==> config.mk <==
export PLATFORM = sky130hd
export DESIGN_NAME = emmc_host_arbiter
export DESIGN_NICKNAME = d
export VERILOG_FILES = /design/src/rtl/emmc_arb_pkg.sv /design/src/rtl/emmc_rr_pick.sv /design/src/rtl/emmc_host_arbiter.sv
export SDC_FILE = /design/constraint.sdc
export NUM_CORES = 1
export LEC_CHECK = 0
export CAP_MARGIN = 40
export CORE_ASPECT_RATIO = 0.75
export CORE_MARGIN = 8
export CORE_UTILIZATION = 40
export CTS_CLUSTER_DIAMETER = 80
export DETAILED_ROUTE_END_ITERATION = 7
export MAX_ROUTING_LAYER = met4
export PLACE_DENSITY = 0.84
export RECOVER_POWER = 50
export SLEW_MARGIN = 20
export SYNTH_ARGS = -nofsm -noshare
export SYNTH_HDL_FRONTEND = slang
export SYNTH_SLANG_ARGS = --single-unit
export TNS_END_PERCENT = 50
==> constraint.sdc <==
create_clock -name clk_i -period 3.9 [get_ports clk_i]
set_input_delay 0.585 -clock clk_i [delete_from_list [all_inputs] [get_ports clk_i]]
set_output_delay 0.585 -clock clk_i [all_outputs]
set_load 0.02 [all_outputs]
==> src/rtl/emmc_arb_pkg.sv <==
// Shared types and helpers for the eMMC host-port arbiter.
// Holds the FSM state encoding, default sizing and the round-robin pointer step.
package emmc_arb_pkg;

    localparam int N_REQ_DEF       = 4;
    localparam int DATA_W_DEF      = 8;
    localparam int ADDR_W_DEF      = 32;
    localparam int TIMEOUT_CYC_DEF = 4096;

    typedef enum logic [2:0] {
        IDLE      = 3'd0,
        START     = 3'd1,
        WAIT_ACK  = 3'd2,
        WAIT_DONE = 3'd3,
        RESP      = 3'd4
    } state_e;

    function automatic int unsigned rr_next(input int unsigned ptr, input int unsigned n);
        if (ptr + 32'd1 >= n) begin
            return 32'd0;
        end else begin
            return ptr + 32'd1;
        end
    endfunction

endpackage

==> src/rtl/emmc_rr_pick.sv <==
// Rotating priority encoder: first valid requester at or above ptr_i, wrapping.
// Purely combinational; the caller registers whatever it needs.
module emmc_rr_pick
    import emmc_arb_pkg::*;
#(
    parameter int N_REQ = N_REQ_DEF,
    parameter int PTR_W = $clog2(N_REQ)
) (
    input  logic [N_REQ-1:0] valid_i,
    input  logic [PTR_W-1:0] ptr_i,
    output logic [N_REQ-1:0] win_oh_o,
    output logic [PTR_W-1:0] win_idx_o,
    output logic             any_o
);

    logic [PTR_W-1:0] idx_s;
    logic             hit_s;

    // Walk the requesters in rotated order and keep the first hit.
    always_comb begin
        win_oh_o  = '0;
        win_idx_o = '0;
        any_o     = 1'b0;
        idx_s     = '0;
        hit_s     = 1'b0;
        for (int k = 0; k < N_REQ; k++) begin
            idx_s           = PTR_W'((int'(ptr_i) + k) % N_REQ);
            hit_s           = !any_o && valid_i[idx_s];
            win_oh_o[idx_s] = hit_s;
            win_idx_o       = hit_s ? idx_s : win_idx_o;
            any_o           = any_o | hit_s;
        end
    end

endmodule

==> src/rtl/emmc_host_arbiter.sv <==
// Round-robin arbiter sharing one eMMC host-SM transaction port among N_REQ clients.
// One transaction in flight; start -> ack (ready low) -> done (ready high), with watchdog.
module emmc_host_arbiter
    import emmc_arb_pkg::*;
#(
    parameter int N_REQ       = N_REQ_DEF,
    parameter int DATA_W      = DATA_W_DEF,
    parameter int ADDR_W      = ADDR_W_DEF,
    parameter int TIMEOUT_CYC = TIMEOUT_CYC_DEF
) (
    input  logic                    clk_i,
    input  logic                    arst_i,
    input  logic [N_REQ-1:0]        req_valid_i,
    input  logic [N_REQ-1:0]        req_we_i,
    input  logic [N_REQ*ADDR_W-1:0] req_addr_i,
    input  logic [N_REQ*DATA_W-1:0] req_wdat_i,
    output logic [N_REQ-1:0]        req_gnt_o,
    output logic [N_REQ-1:0]        req_done_o,
    output logic                    rsp_err_o,
    output logic [DATA_W-1:0]       rsp_rdat_o,
    input  logic                    host_ready_i,
    output logic                    host_start_o,
    output logic                    host_we_o,
    output logic [ADDR_W-1:0]       host_addr_o,
    output logic [DATA_W-1:0]       host_wr_dat_o,
    input  logic [DATA_W-1:0]       host_rd_dat_i
);

    localparam int PTR_W = $clog2(N_REQ);
    localparam int WD_W  = (TIMEOUT_CYC > 1) ? $clog2(TIMEOUT_CYC) : 1;
    localparam logic [WD_W-1:0] WD_LAST = (TIMEOUT_CYC > 0) ? WD_W'(TIMEOUT_CYC - 1) : '0;
    localparam logic            WD_EN   = (TIMEOUT_CYC != 0);

    state_e             state_q;
    logic [PTR_W-1:0]   rr_ptr_q;
    logic [PTR_W-1:0]   win_idx_q;
    logic [N_REQ-1:0]   win_oh_q;
    logic [WD_W-1:0]    wd_q;
    logic [N_REQ-1:0]   gnt_q;
    logic [N_REQ-1:0]   done_q;
    logic               err_q;
    logic               start_q;
    logic               host_we_q;
    logic [ADDR_W-1:0]  host_addr_q;
    logic [DATA_W-1:0]  host_wdat_q;
    logic [DATA_W-1:0]  rsp_rdat_q;

    logic [N_REQ-1:0]   win_oh_s;
    logic [PTR_W-1:0]   win_idx_s;
    logic               any_s;
    logic               sel_we_s;
    logic [ADDR_W-1:0]  sel_addr_s;
    logic [DATA_W-1:0]  sel_wdat_s;
    logic               wd_expired_s;

    emmc_rr_pick #(
        .N_REQ (N_REQ),
        .PTR_W (PTR_W)
    ) u_pick (
        .valid_i   (req_valid_i),
        .ptr_i     (rr_ptr_q),
        .win_oh_o  (win_oh_s),
        .win_idx_o (win_idx_s),
        .any_o     (any_s)
    );

    // One-hot mux of the winning client's request fields.
    always_comb begin
        sel_we_s   = 1'b0;
        sel_addr_s = '0;
        sel_wdat_s = '0;
        for (int k = 0; k < N_REQ; k++) begin
            sel_we_s   = sel_we_s | (win_oh_s[k] & req_we_i[k]);
            sel_addr_s = sel_addr_s | ({ADDR_W{win_oh_s[k]}} & req_addr_i[k*ADDR_W +: ADDR_W]);
            sel_wdat_s = sel_wdat_s | ({DATA_W{win_oh_s[k]}} & req_wdat_i[k*DATA_W +: DATA_W]);
        end
    end

    assign wd_expired_s = WD_EN && (wd_q == WD_LAST);

    // Transaction FSM with latched request, watchdog and rotation pointer.
    always_ff @(posedge clk_i or posedge arst_i) begin
        if (arst_i) begin
            state_q     <= IDLE;
            rr_ptr_q    <= '0;
            win_idx_q   <= '0;
            win_oh_q    <= '0;
            wd_q        <= '0;
            gnt_q       <= '0;
            done_q      <= '0;
            err_q       <= 1'b0;
            start_q     <= 1'b0;
            host_we_q   <= 1'b0;
            host_addr_q <= '0;
            host_wdat_q <= '0;
            rsp_rdat_q  <= '0;
        end else begin
            gnt_q   <= '0;
            done_q  <= '0;
            err_q   <= 1'b0;
            start_q <= 1'b0;
            case (state_q)
                IDLE: begin
                    if (any_s && host_ready_i) begin
                        gnt_q       <= win_oh_s;
                        win_oh_q    <= win_oh_s;
                        win_idx_q   <= win_idx_s;
                        host_we_q   <= sel_we_s;
                        host_addr_q <= sel_addr_s;
                        host_wdat_q <= sel_wdat_s;
                        state_q     <= START;
                    end else begin
                        state_q <= IDLE;
                    end
                end
                START: begin
                    start_q <= 1'b1;
                    wd_q    <= '0;
                    state_q <= WAIT_ACK;
                end
                WAIT_ACK: begin
                    if (!host_ready_i) begin
                        wd_q    <= '0;
                        state_q <= WAIT_DONE;
                    end else if (wd_expired_s) begin
                        done_q  <= win_oh_q;
                        err_q   <= 1'b1;
                        state_q <= RESP;
                    end else begin
                        wd_q <= wd_q + WD_W'(1);
                    end
                end
                WAIT_DONE: begin
                    if (host_ready_i) begin
                        done_q  <= win_oh_q;
                        state_q <= RESP;
                        if (!host_we_q) begin
                            rsp_rdat_q <= host_rd_dat_i;
                        end else begin
                            rsp_rdat_q <= rsp_rdat_q;
                        end
                    end else if (wd_expired_s) begin
                        done_q  <= win_oh_q;
                        err_q   <= 1'b1;
                        state_q <= RESP;
                    end else begin
                        wd_q <= wd_q + WD_W'(1);
                    end
                end
                RESP: begin
                    rr_ptr_q <= PTR_W'(rr_next(32'(win_idx_q), N_REQ));
                    state_q  <= IDLE;
                end
                default: begin
                    state_q <= IDLE;
                end
            endcase
        end
    end

    assign req_gnt_o     = gnt_q;
    assign req_done_o    = done_q;
    assign rsp_err_o     = err_q;
    assign rsp_rdat_o    = rsp_rdat_q;
    assign host_start_o  = start_q;
    assign host_we_o     = host_we_q;
    assign host_addr_o   = host_addr_q;
    assign host_wr_dat_o = host_wdat_q;

endmodule
Word level (Yosys, flattened, before mapping):

Cells that the tools add are included.

* register bits after elaboration: 82
* bits of input ports: 179
* output and inout bits: 59
* logic and storage cells: 119

* $add $sub $neg: 5
* order comparisons: 9
* eq/ne operators: 6
* multiplexer cells: 44
* bitwise gates (word level): 26
* reductions and logical operators: 16

Operators by type and width (count)
* $and A32 B32 Y32: 4
* $or A32 B32 Y32: 3
* $mux W12: 3
* $pmux W12 S3: 1
* $and A8 B8 Y8: 4
* $or A8 B8 Y8: 3
* $mux W4: 5
* $mux W1: 13
* $add A12 B1 Y12 const B: 1
* $bwmux W4: 3
* $eq A12 B12 Y1 const B: 1
* $lt A2 B3 Y1 const B: 4
* $pmux W3 S4: 1
* $mux W2: 5
* $mux W3: 3
* $bmux W1 S2: 4
* $demux W1 S2: 4
* $ge A2 B1 Y1 const B: 4
* $logic_and A1 B1 Y1: 8
* $pmux W4 S2: 1
* $eq A3 B2 Y1 const B: 2
* $or A1 B1 Y1: 6
* $add A2 B2 Y2 const B: 2
* $and A1 B1 Y1: 4
* 14 further kinds: 17

Logic depth before layout (Yosys ltp):

* word-level depth: 15
* depth in mapped cells: 12
* gate-level depth less buffers: 8

By module:

Synthesis repeated with hierarchy kept, for this count alone.

* cells, all modules: 454
* area, all modules: 4529.3 um^2

Modules (own cells, without submodules)
* emmc_host_arbiter: times used 1, cells an instance 397, area each 4032.6 um^2, seq. area each 2052.0 um^2
* emmc_rr_pick: times used 1, cells an instance 57, area each 496.7 um^2, seq. area each 0.0 um^2

Least setup slack after synthesis:

OpenSTA, ideal clock, no wires.

* kind: flip-flop to flip-flop
* from: register rr_ptr_q[1]
* to: register host_addr_q[26], in the netlist host_addr_o[26]
* library setup time: 0.081 ns
* arrival: 3.113 ns
* data required time: 3.819 ns
* path slack: 0.705 ns
* stages on the path, launching flop included: 13
* path buffers: 4
* period minus slack after synthesis: 3.195 ns
* cells stage by stage: dfrtp_1 -> clkbuf_1 -> inv_1 -> ha_1 -> buf_6 -> mux4_2 -> or3_1 -> buf_2 -> o21a_1 -> a211oi_4 -> buf_6 -> a221oi_2 -> a31oi_2

* cells in the longest elaborated chain, start to end: 15
* elaborated cells on any way between the ends: 53
* those cells by class: add/sub (3); order compare (8); mux (19); bitwise (11); reduce/logical (12)

RTL lines
* start: declaration: line emmc_host_arbiter.sv:35 `logic [PTR_W-1:0] rr_ptr_q;`
* start signal: assignment: line emmc_host_arbiter.sv:151 `rr_ptr_q <= PTR_W'(rr_next(32'(win_idx_q), N_REQ));`
* branches (longest 15 deep; another with $lt A2 B3 Y1)
* end signal: assignment: line emmc_host_arbiter.sv:109 `host_addr_q <= sel_addr_s;`
* end: declaration: line emmc_host_arbiter.sv:44 `logic [ADDR_W-1:0] host_addr_q;`

Parallel ways; which one is timed is not known. The select of a mux whose other input is x is not followed.
A chain may end at the register's enable or synchronous reset.

Worst setup path after layout:

* from: register rr_ptr_q[1]
* to: register host_addr_q[7], in the netlist host_addr_o[7]

The elaborated chain is that of the path after synthesis.

==> flow_metrics.env <==
export IMPL_clk_latency_ps=340
export IMPL_switching_power_mw=3.35
export IMPL_min_path_type="reg -> reg"
export IMPL_cts_sinks=82
export IMPL_worstHoldPathCells=1
export IMPL_grt_max_degree=83
export IMPL_syn_cell_area_sq_um=5680
export IMPL_clock_skew_ps=7.81
export IMPL_power_density_nw_per_um2=802
export IMPL_cts_root_buf="clkbuf_16"
export IMPL_violations="capacitance limit, slew limit"
export IMPL_timing_final_crit_period_ps=3470
export IMPL_gp_congestion=0.856
export IMPL_combPwrFrac_pct=66.9
export IMPL_path_max_fanout=45
export IMPL_grt_pass1_wl_mm=32.7
export IMPL_min_period_over_period_pct=89.0
export IMPL_holdPathEnd="win_oh_q[0]"
export IMPL_die_width_um=154
export IMPL_cts_tree="built"
export IMPL_rsz0062_at_grt="no"
export IMPL_tightest_slew_ps=2080
export IMPL_initial_core_util_pct=41.2
export IMPL_cts_buffers=9
export IMPL_portBuffers=237
export IMPL_status="finished, violations left"
export IMPL_maxSlewHeadroom_pct=-38.6
export IMPL_critPathRequiredTime_ps=4160
export IMPL_n_antenna_cell=0
export IMPL_grt_usage_pct=22.7
export IMPL_finalMaxSlewViolations=83
export IMPL_pwr_share_clk_pct=12.6
export IMPL_synth_async_reset_ratio_pct=100
export IMPL_ys_seq_area_share_pct=36.1
export IMPL_nets=1002
export IMPL_ys_warn_count=0
export IMPL_reg2reg_to="host_addr_o[7]"
export IMPL_hold_viol_final=0
export IMPL_critical_path_class="reg -> reg"
export IMPL_cap_violations=1
export IMPL_crit_path_start_kind="register"
export IMPL_syn_num_nets=788
export IMPL_timing_rr_start="rr_ptr_q[1]"
export IMPL_drtAntennaViolNets=0
export IMPL_leakage_nw=3.25
export IMPL_dr_pass1_iters=5
export IMPL_drt_wirelength_per_cell_um=20.7
export IMPL_ys_types=54
export IMPL_drive_gt1_share_pct=17.0
export IMPL_cts_clk_slew_worst_paths_ps=70
export IMPL_grt_pass1_vias=5918
export IMPL_place_hpwl_mm=14.7
export IMPL_synth_edff_count=0
export IMPL_min_from="win_oh_q[0]"
export IMPL_fin_util_pct=62.0
export IMPL_antenna_found_initial=0
export IMPL_cts_setup_buffers=0
export IMPL_seq_power_share_pct=20.5
export IMPL_cts_hold_buffers_added=0
export IMPL_core_area_sq_um=13800
export IMPL_syn_to_final_growth_pct=50.5
export IMPL_ios=238
export IMPL_cts_resized=0
export IMPL_setup_ws_ps=430
export IMPL_post_place_ws_ps=397
export IMPL_mostFrequentLayoutCells="clkdlybuf4s50_1, nand2_1, dfrtp_1"
export IMPL_reg2reg_depth=10
export IMPL_grt_overflow=0
export IMPL_tns_ps=0
export IMPL_dieHeight_um=119
export IMPL_cp_end_kind="register"
export IMPL_netlist_instances=603
export IMPL_finalSetupViolations=0
export IMPL_drt_wl_total_mm=20.7
export IMPL_clockBufferDepth=2
export IMPL_yosys_most_used_dff="dfrtp_1"
export IMPL_r2r_slack_ps=430
export IMPL_peakVddDrop_mv=0.491
export IMPL_cts_max_level=3
export IMPL_dieArea_sq_um=18300
export IMPL_p_int_mw=3.50
export IMPL_viasPerCell=5.90
export IMPL_final_common_cell="clkdlybuf4s50_1"
export IMPL_sw_frac_of_total_pct=48.9
export IMPL_drc=0
export IMPL_ys_ff_latch=82
export IMPL_syn_area_per_cell_sq_um=9.42
export IMPL_num_rows=37
export IMPL_fmax_ghz=0.288
export IMPL_vias=5886
export IMPL_cp_arrival_ps=3730
export IMPL_drt_initial_drc_count=504
==> through the flow <==
step                hold slack, ps  cell area, sq um  cells  total power [mW]
finish                         469              8550    997              6.85
global route                   489              8550    997              7.29
detailed placement             457              8270    981              6.02
CTS                            473              8570    997              6.90
global placement               450              8260    979              5.92
floorplan                      441              5680    603              4.37
==> worst max path at each step <==
stage | start | end | slack, ps | depth (start not counted)
2_1_floorplan | rr_ptr_q[1] | host_addr_o[26] | 710 | 12
5_1_grt | rr_ptr_q[1] | host_addr_o[10] | 280 | 10
3_3_place_gp | req_valid_i[2] | host_wr_dat_o[2] | 500 | 9
6_report | rr_ptr_q[1] | host_addr_o[7] | 430 | 10
3_5_place_dp | req_valid_i[2] | host_addr_o[8] | 400 | 9
4_1_cts | rr_ptr_q[1] | host_addr_o[7] | 460 | 10
==> cell type report <==
type                            instances  area (sq um)
Tap cell                              175           219
Clock inverter                          6          56.3
Clock buffer                           10           239
Sequential cell                        82          2050
Inverter                                7          27.5
Timing Repair Buffer                  257          2570
Fill cell                            1142          5250
Multi-Input combinational cell        460          3380
==> worst max-delay path, cell delays in order, from the launching register on <==
cell     delay, ps
dfrtp_1        540
inv_1          150
ha_2           480
mux4_2         570
or3_1          420
buf_4          310
o21ai_1        180
o311a_2        230
buf_12         210
nand2_1         90
a31oi_2        180
==> metal layers <==
layer	part of all wire [%]	up-vias	global-route usage [%]
met2	47	319	35.4
met1	43	2821	28.0
met4	2.0	0	7.33
li1	-	2713	-
met5	0	-	-
met3	8.7	33	6.76
==> cell families after synthesis <==
family / Yosys count / share of synthesized area [%]
AND/OR/NAND/NOR: 209 / 16.0
XOR/XNOR: 6 / 0.925
AO/OA/AOI/OAI: 217 / 36.0
buffers and inverters: 61 / 4.89
flip-flops: 82 / 36.1
multiplexers: 22 / 4.80
adder cells (fa/ha/maj): 6 / 1.32
==> synthesized netlist by cell type, types with 2 or more instances <==
master / n / area [sq um]
a211oi_1: 2 / 15.0
a21o_1: 2 / 15.0
a21oi_1: 10 / 50.1
a221oi_1: 44 / 385
a221oi_2: 40 / 601
a22o_1: 2 / 17.5
a31oi_1: 4 / 25.0
a31oi_2: 39 / 488
and2_1: 8 / 50.1
and3_1: 3 / 18.8
buf_2: 9 / 45.0
buf_6: 5 / 56.3
clkbuf_1: 39 / 146
dfrtp_1: 82 / 2050
ha_1: 6 / 75.1
inv_1: 7 / 26.3
mux2_2: 12 / 135
mux2i_1: 7 / 70.1
mux4_2: 3 / 67.6
nand2_1: 103 / 387
nand2b_1: 3 / 18.8
nand3_1: 3 / 15.0
nand4_1: 3 / 18.8
nor2_1: 58 / 218
nor2b_1: 5 / 31.3
nor3_1: 7 / 35.0
nor3b_1: 4 / 30.0
nor4_1: 4 / 25.0
o21ai_0: 52 / 260
o21ai_1: 5 / 25.0
o31ai_1: 2 / 15.0
or3_1: 4 / 25.0
xnor2_1: 2 / 17.5
xor2_1: 4 / 35.0
==> power groups by stage <==
stage | sequential (mW) | clock (mW) | combinational (mW)
floorplan | 1.72 | 0 | 2.66
global placement | 1.41 | 0 | 4.51
detailed placement | 1.43 | 0 | 4.59
CTS | 1.41 | 0.882 | 4.61
global route | 1.45 | 0.921 | 4.92
finish | 1.41 | 0.863 | 4.58
==> state kept, by name (all words and copies together) (netlist names) <==
signal,count
host_addr_o,32
wd_q,12
host_wr_dat_o,8
rsp_rdat_o,8
req_done_o,4
req_gnt_o,4
win_oh_q,4
state_q,3
rr_ptr_q,2
win_idx_q,2
host_start_o,1
host_we_o,1
rsp_err_o,1
(Power assumes the default switching activity.)
==> variant 1: new RTL, same settings <==
Encoding of `state_e`: now Gray code (3 bits for 5 states).
--- a/src/rtl/emmc_arb_pkg.sv
+++ b/src/rtl/emmc_arb_pkg.sv
@@ -8,11 +8,11 @@
     localparam int TIMEOUT_CYC_DEF = 4096;
 
     typedef enum logic [2:0] {
-        IDLE      = 3'd0,
-        START     = 3'd1,
-        WAIT_ACK  = 3'd2,
-        WAIT_DONE = 3'd3,
-        RESP      = 3'd4
+        IDLE      = 3'b000,
+        START     = 3'b001,
+        WAIT_ACK  = 3'b011,
+        WAIT_DONE = 3'b010,
+        RESP      = 3'b110
     } state_e;
 
     function automatic int unsigned rr_next(input int unsigned ptr, input int unsigned n);
Formal check against the unedited RTL: same outputs for any inputs over 4 cycles, from zero or initial values and one cycle with arst_i high; so few cycles prove little.
==> variant 1 against the unedited design <==
  * Worst setup slack got worse by 6.4 ps
  * Critical path depth decreased by 3
  * Routed wire length decreased by 5.5%
  * The run still ends with max-capacitance violations, max-slew violations left
  * Sequential cell count did not move
  * Via count fell by 4.7%
  * Power decreased by 8.2%
  * Critical path type unchanged
  * Design area down 8.3%
  * Synthesized area decreased by 9.6%
  * Critical endpoint is now host_addr_o[15]$_DFFE_PP0P_
  * Highest routed layer unchanged
  * Largest cell class unchanged
  * Largest power group unchanged
==> variant 1: results (changes against the unedited design) <==
[pwr]
ir_drop_mv=0.570  ; +16%
p_leak_nw=2.97  ; -8.6%

[global_route]
grt_pass1_wl_um=31000  ; -5.4%
grt_use_met2_pct=39.1  ; +3.7 points
grt_use_total_pct=23.2  ; +0.51 points
grt_max_degree=43  ; -48%
grt_pass1_vias=5881  ; -0.63%
grtUsageMet3_pct=5.13  ; -1.6 points

[route]
met2WireLength_um=9750  ; +1.3%
drt_wl_total_um=19500  ; -5.5%
dr.pass1.iters=6  ; +1
wl_met3_um=1550  ; -14%
via_per_inst=6.04  ; +2.3%
first_iter_violations=531  ; +5.4%

[worst_setup_path]
arrival_ps=3720  ; about the same
r2r_cells=7  ; -3
cpMaxStageDelayCell=or4b_1
cp_max_fo=42  ; -6.7%
slowest_delay_ps=870  ; +300 ps
r2r-end=host_addr_o[15]$_DFFE_PP0P_

[placement]
placed_area_um2=7530  ; -9.0%
post-place-ws_ps=414  ; +17.1 ps
dp.cells=912  ; -7.0%
post-dp-hpwl_um=14100  ; -4.4%

[finish]
fillers=1044  ; -8.6%
drive_above_1_share_pct=9.78  ; -7.3 points
finalNetCount=937  ; -6.5%

[yosys]
synth_common_cells=nand3_1 (128), dfrtp_1 (82), nor2_1 (61)
ys_seq_area_share_pct=40.0  ; +3.8 points
syn_nets=723  ; -8.2%
synthCells=538  ; -11%
ys_top_cells_by_area=dfrtp_1 (40%), nand3_1 (12%), a41oi_2 (7.0%), a31oi_1 (5.0%), nor2_1 (4.5%)

[sta]
setup_ws_ps=423  ; -6.37 ps
skew_ps=6.21  ; -1.60 ps
worst_pin_slew_ps=1580  ; -503 ps
slew_violations=38  ; -54%

[status]
status=finished, violations left
violations=max-capacitance violations, max-slew violations

[cts]
clock_latency_ps=330

[hold_path]
whs_endpoint=win_oh_q[1]$_DFFE_PP0P_

[run]
drv_cap=1  ; unchanged

## variant 1: how the worst max path moves through the flow
stage,end,depth (start not counted)
2_1_floorplan,host_addr_o[13]$_DFFE_PP0P_,10
3_3_place_gp,host_addr_o[17]$_DFFE_PP0P_,6
3_5_place_dp,host_addr_o[15]$_DFFE_PP0P_,6
4_1_cts,host_addr_o[15]$_DFFE_PP0P_,7
5_1_grt,host_wr_dat_o[2]$_DFFE_PP0P_,7
6_report,host_addr_o[15]$_DFFE_PP0P_,7
## variant 1: critical path: cells and delay by family, from the launching register on
kind            cells  cell delay (ps)
mux                 1              640
flops               1              510
fa+ha+maj           1              410
compound gates      1              250
buf+inv             1              130
simple gates        3             1420
## variant 1: cells by family (layout without fill, tap and decap cells)
family                   after synthesis  after routing  synth area share, %
multiplexers                          16             16                 4.32
AND/OR/NAND/NOR                      246            246                 24.6
AO/OA/AOI/OAI                        126            126                 21.5
XOR/XNOR                               6              6                 1.02
flip-flops                            82             82                 40.0
buffers and inverters                 56            275                 7.12
adder cells (fa/ha/maj)                6              6                 1.46
## variant 1: report_power, final
part | leakage, nW | internal [mW] | total, mW | switching [mW]
Clock | 0.151 | 0.559 | 0.901 | 0.342
Combinational | 1.83 | 1.53 | 3.98 | 2.44
Sequential | 0.994 | 1.20 | 1.42 | 0.216
Total | 2.97 | 3.29 | 6.29 | 3.00
## variant 1: area by class of cell
cell class	instances	area, um^2	area share [%]
well taps	171	214	2.73
multi-input cells	400	2740	34.9
clock buffers	9	225	2.87
clock inverters	7	93.8	1.20
inverters	6	23.8	0.303
flip-flops and latches	82	2050	26.2
repair buffers	253	2500	31.8
==> variant 2: new RTL, same flow settings <==
Made on the original files. Change the package constant `DATA_W_DEF` from 8 to 10.
--- a/src/rtl/emmc_arb_pkg.sv
+++ b/src/rtl/emmc_arb_pkg.sv
@@ -3,7 +3,7 @@
 package emmc_arb_pkg;
 
     localparam int N_REQ_DEF       = 4;
-    localparam int DATA_W_DEF      = 8;
+    localparam int DATA_W_DEF      = 10;
     localparam int ADDR_W_DEF      = 32;
     localparam int TIMEOUT_CYC_DEF = 4096;
 
Interface: changed (resized host_rd_dat_i, host_wr_dat_o, req_wdat_i and rsp_rdat_o); port bits go from 238 to 252. No check against the original RTL was run, so the function may have changed too.
==> variant 2 against the unedited design <==
  * The run still ends with max-capacitance violations, max-slew violations left
  * Routed wire length fell by 14%
  * Worst setup slack improved by 160 ps
  * Design area fell by 11%
  * Synthesized area fell by 18%
  * Power fell by 16%
  * Combinational power fell by 28%
  * Sequential cell count rose by 4
  * Via count fell by 16%
  * Largest cell class is now buffers
  * Highest routed layer unchanged
==> variant 2: results (changes against the unedited design) <==
[status]
status=finished, violations left
violations=max-capacitance violations, max-slew violations

[global_route]
grt_use_total_pct=22.9  ; +0.19 points
grt_pass1_wl_um=26900  ; -18%
grtUsageMet3_pct=7.38  ; +0.62 points
use_met1_pct=25.4  ; -2.6 points
grt_use_met2_pct=38.9  ; +3.5 points
grt_max_degree=53  ; -36%
grt_pass1_vias=5180  ; -12%

[placement]
post-dp-hpwl_um=13700  ; -6.6%
placed_area_um2=7330  ; -11%
place.port_buffers=251  ; +5.9%
place_congestion=0.838  ; -2.0%
post-place-ws_ps=496  ; +98.4 ps

[finish]
fillers=877  ; -23%
finalNetCount=897  ; -10%
drive_above_1_share_pct=7.92  ; -9.1 points

[yosys]
yosysUniqueCellTypes=50  ; -7.4%
synth_xor_area_share_pct=1.13  ; +0.20 points
synth_common_cells=dfrtp_1 (86), nor2_1 (56), a21oi_1 (53)
synth-edff-count=0  ; unchanged
syn_nets=655  ; -17%
yosys-mux-area-fraction_pct=6.15  ; +1.3 points
ys_seq_area_share_pct=46.2  ; +10 points
synth-compound-area-share_pct=27.0  ; -9.0 points

[worst_setup_path]
arrival_ps=3540  ; -190 ps
slowest_delay_ps=610  ; +40 ps
cp_max_fo=47  ; +4.4%
critPathTopFamily=simple AND/OR/NAND/NOR gates
r2r-end=win_oh_q[3]$_DFFE_PP0P_
r2r_setup_slack_ps=590  ; +160 ps
r2r_cells=8  ; -2

[route]
drt_wl_total_um=17900  ; -14%
first_iter_violations=355  ; -30%
wl_met3_um=1580  ; -12%
met2WireLength_um=8900  ; -7.6%

[pwr]
ir_drop_mv=0.351  ; -29%
p_leak_nw=3.12  ; -4.1%
p_int_mw=3.32  ; -5.1%

[run]
drv_cap=2  ; +1

[sta]
slew_violations=64  ; -23%
skew_ps=6.48  ; -1.33 ps
holdWs_ps=470  ; +0.766 ps

[hold_path]
whs_endpoint=win_oh_q[3]$_DFFE_PP0P_
holdCritStartpoint=win_oh_q[3]$_DFFE_PP0P_

[floorplanning]
start_util_pct=40.5  ; -0.62 points

[cts]
cts_resized=0  ; unchanged

## variant 2: worst reg2reg max path, stage by stage (launching register included)
cell and delay [ps]:
dfrtp_1 560, inv_1 150, ha_1 440, mux4_2 610
or2_4 290, or3_4 400, and4b_4 380, and2_1 230
a21o_1 150
## variant 2: power by group through the flow
| stage | registers (mW) | clock network [mW] | logic [mW] |
|---|---|---|---|
| final | 1.48 | 0.973 | 3.29 |
| after global placement | 1.48 | 0 | 3.22 |
| after CTS | 1.48 | 0.991 | 3.33 |
| after global routing | 1.53 | 1.03 | 3.53 |
| after floorplan | 1.81 | 0 | 1.61 |
| after detailed placement | 1.49 | 0 | 3.31 |
## variant 2: area by class of cell
class,instances,area [um^2],share of cell area [%]
Timing Repair Buffer,264,2640,34.5
Tap cell,144,180,2.36
Multi-Input combinational cell,333,2310,30.2
Clock buffer,10,229,2.99
Inverter,8,31.3,0.409
Clock inverter,6,109,1.42
Sequential cell,86,2150,28.1
## variant 2: worst max path at each step
stage	from	end	slack (ps)	cells past startpoint
global placement	req_valid_i[3]	win_oh_q[3]$_DFFE_PP0P_	580	7
global route	arst_i	host_addr_o[9]$_DFFE_PP0P_	310	3
CTS	rr_ptr_q[1]$_DFFE_PP0N_	win_oh_q[3]$_DFFE_PP0P_	590	8
floorplan	rr_ptr_q[1]$_DFFE_PP0N_	host_addr_o[0]$_DFFE_PP0P_	830	11
finish	rr_ptr_q[1]$_DFFE_PP0N_	win_oh_q[3]$_DFFE_PP0P_	590	8
detailed placement	req_valid_i[3]	host_addr_o[29]$_DFFE_PP0P_	500	8
## variant 2: metrics by stage
step	cells	total power, mW
6_report	851	5.74
5_1_grt	851	6.08
4_1_cts	851	5.81
3_5_place_dp	835	4.80
3_3_place_gp	835	4.69
2_1_floorplan	460	3.42
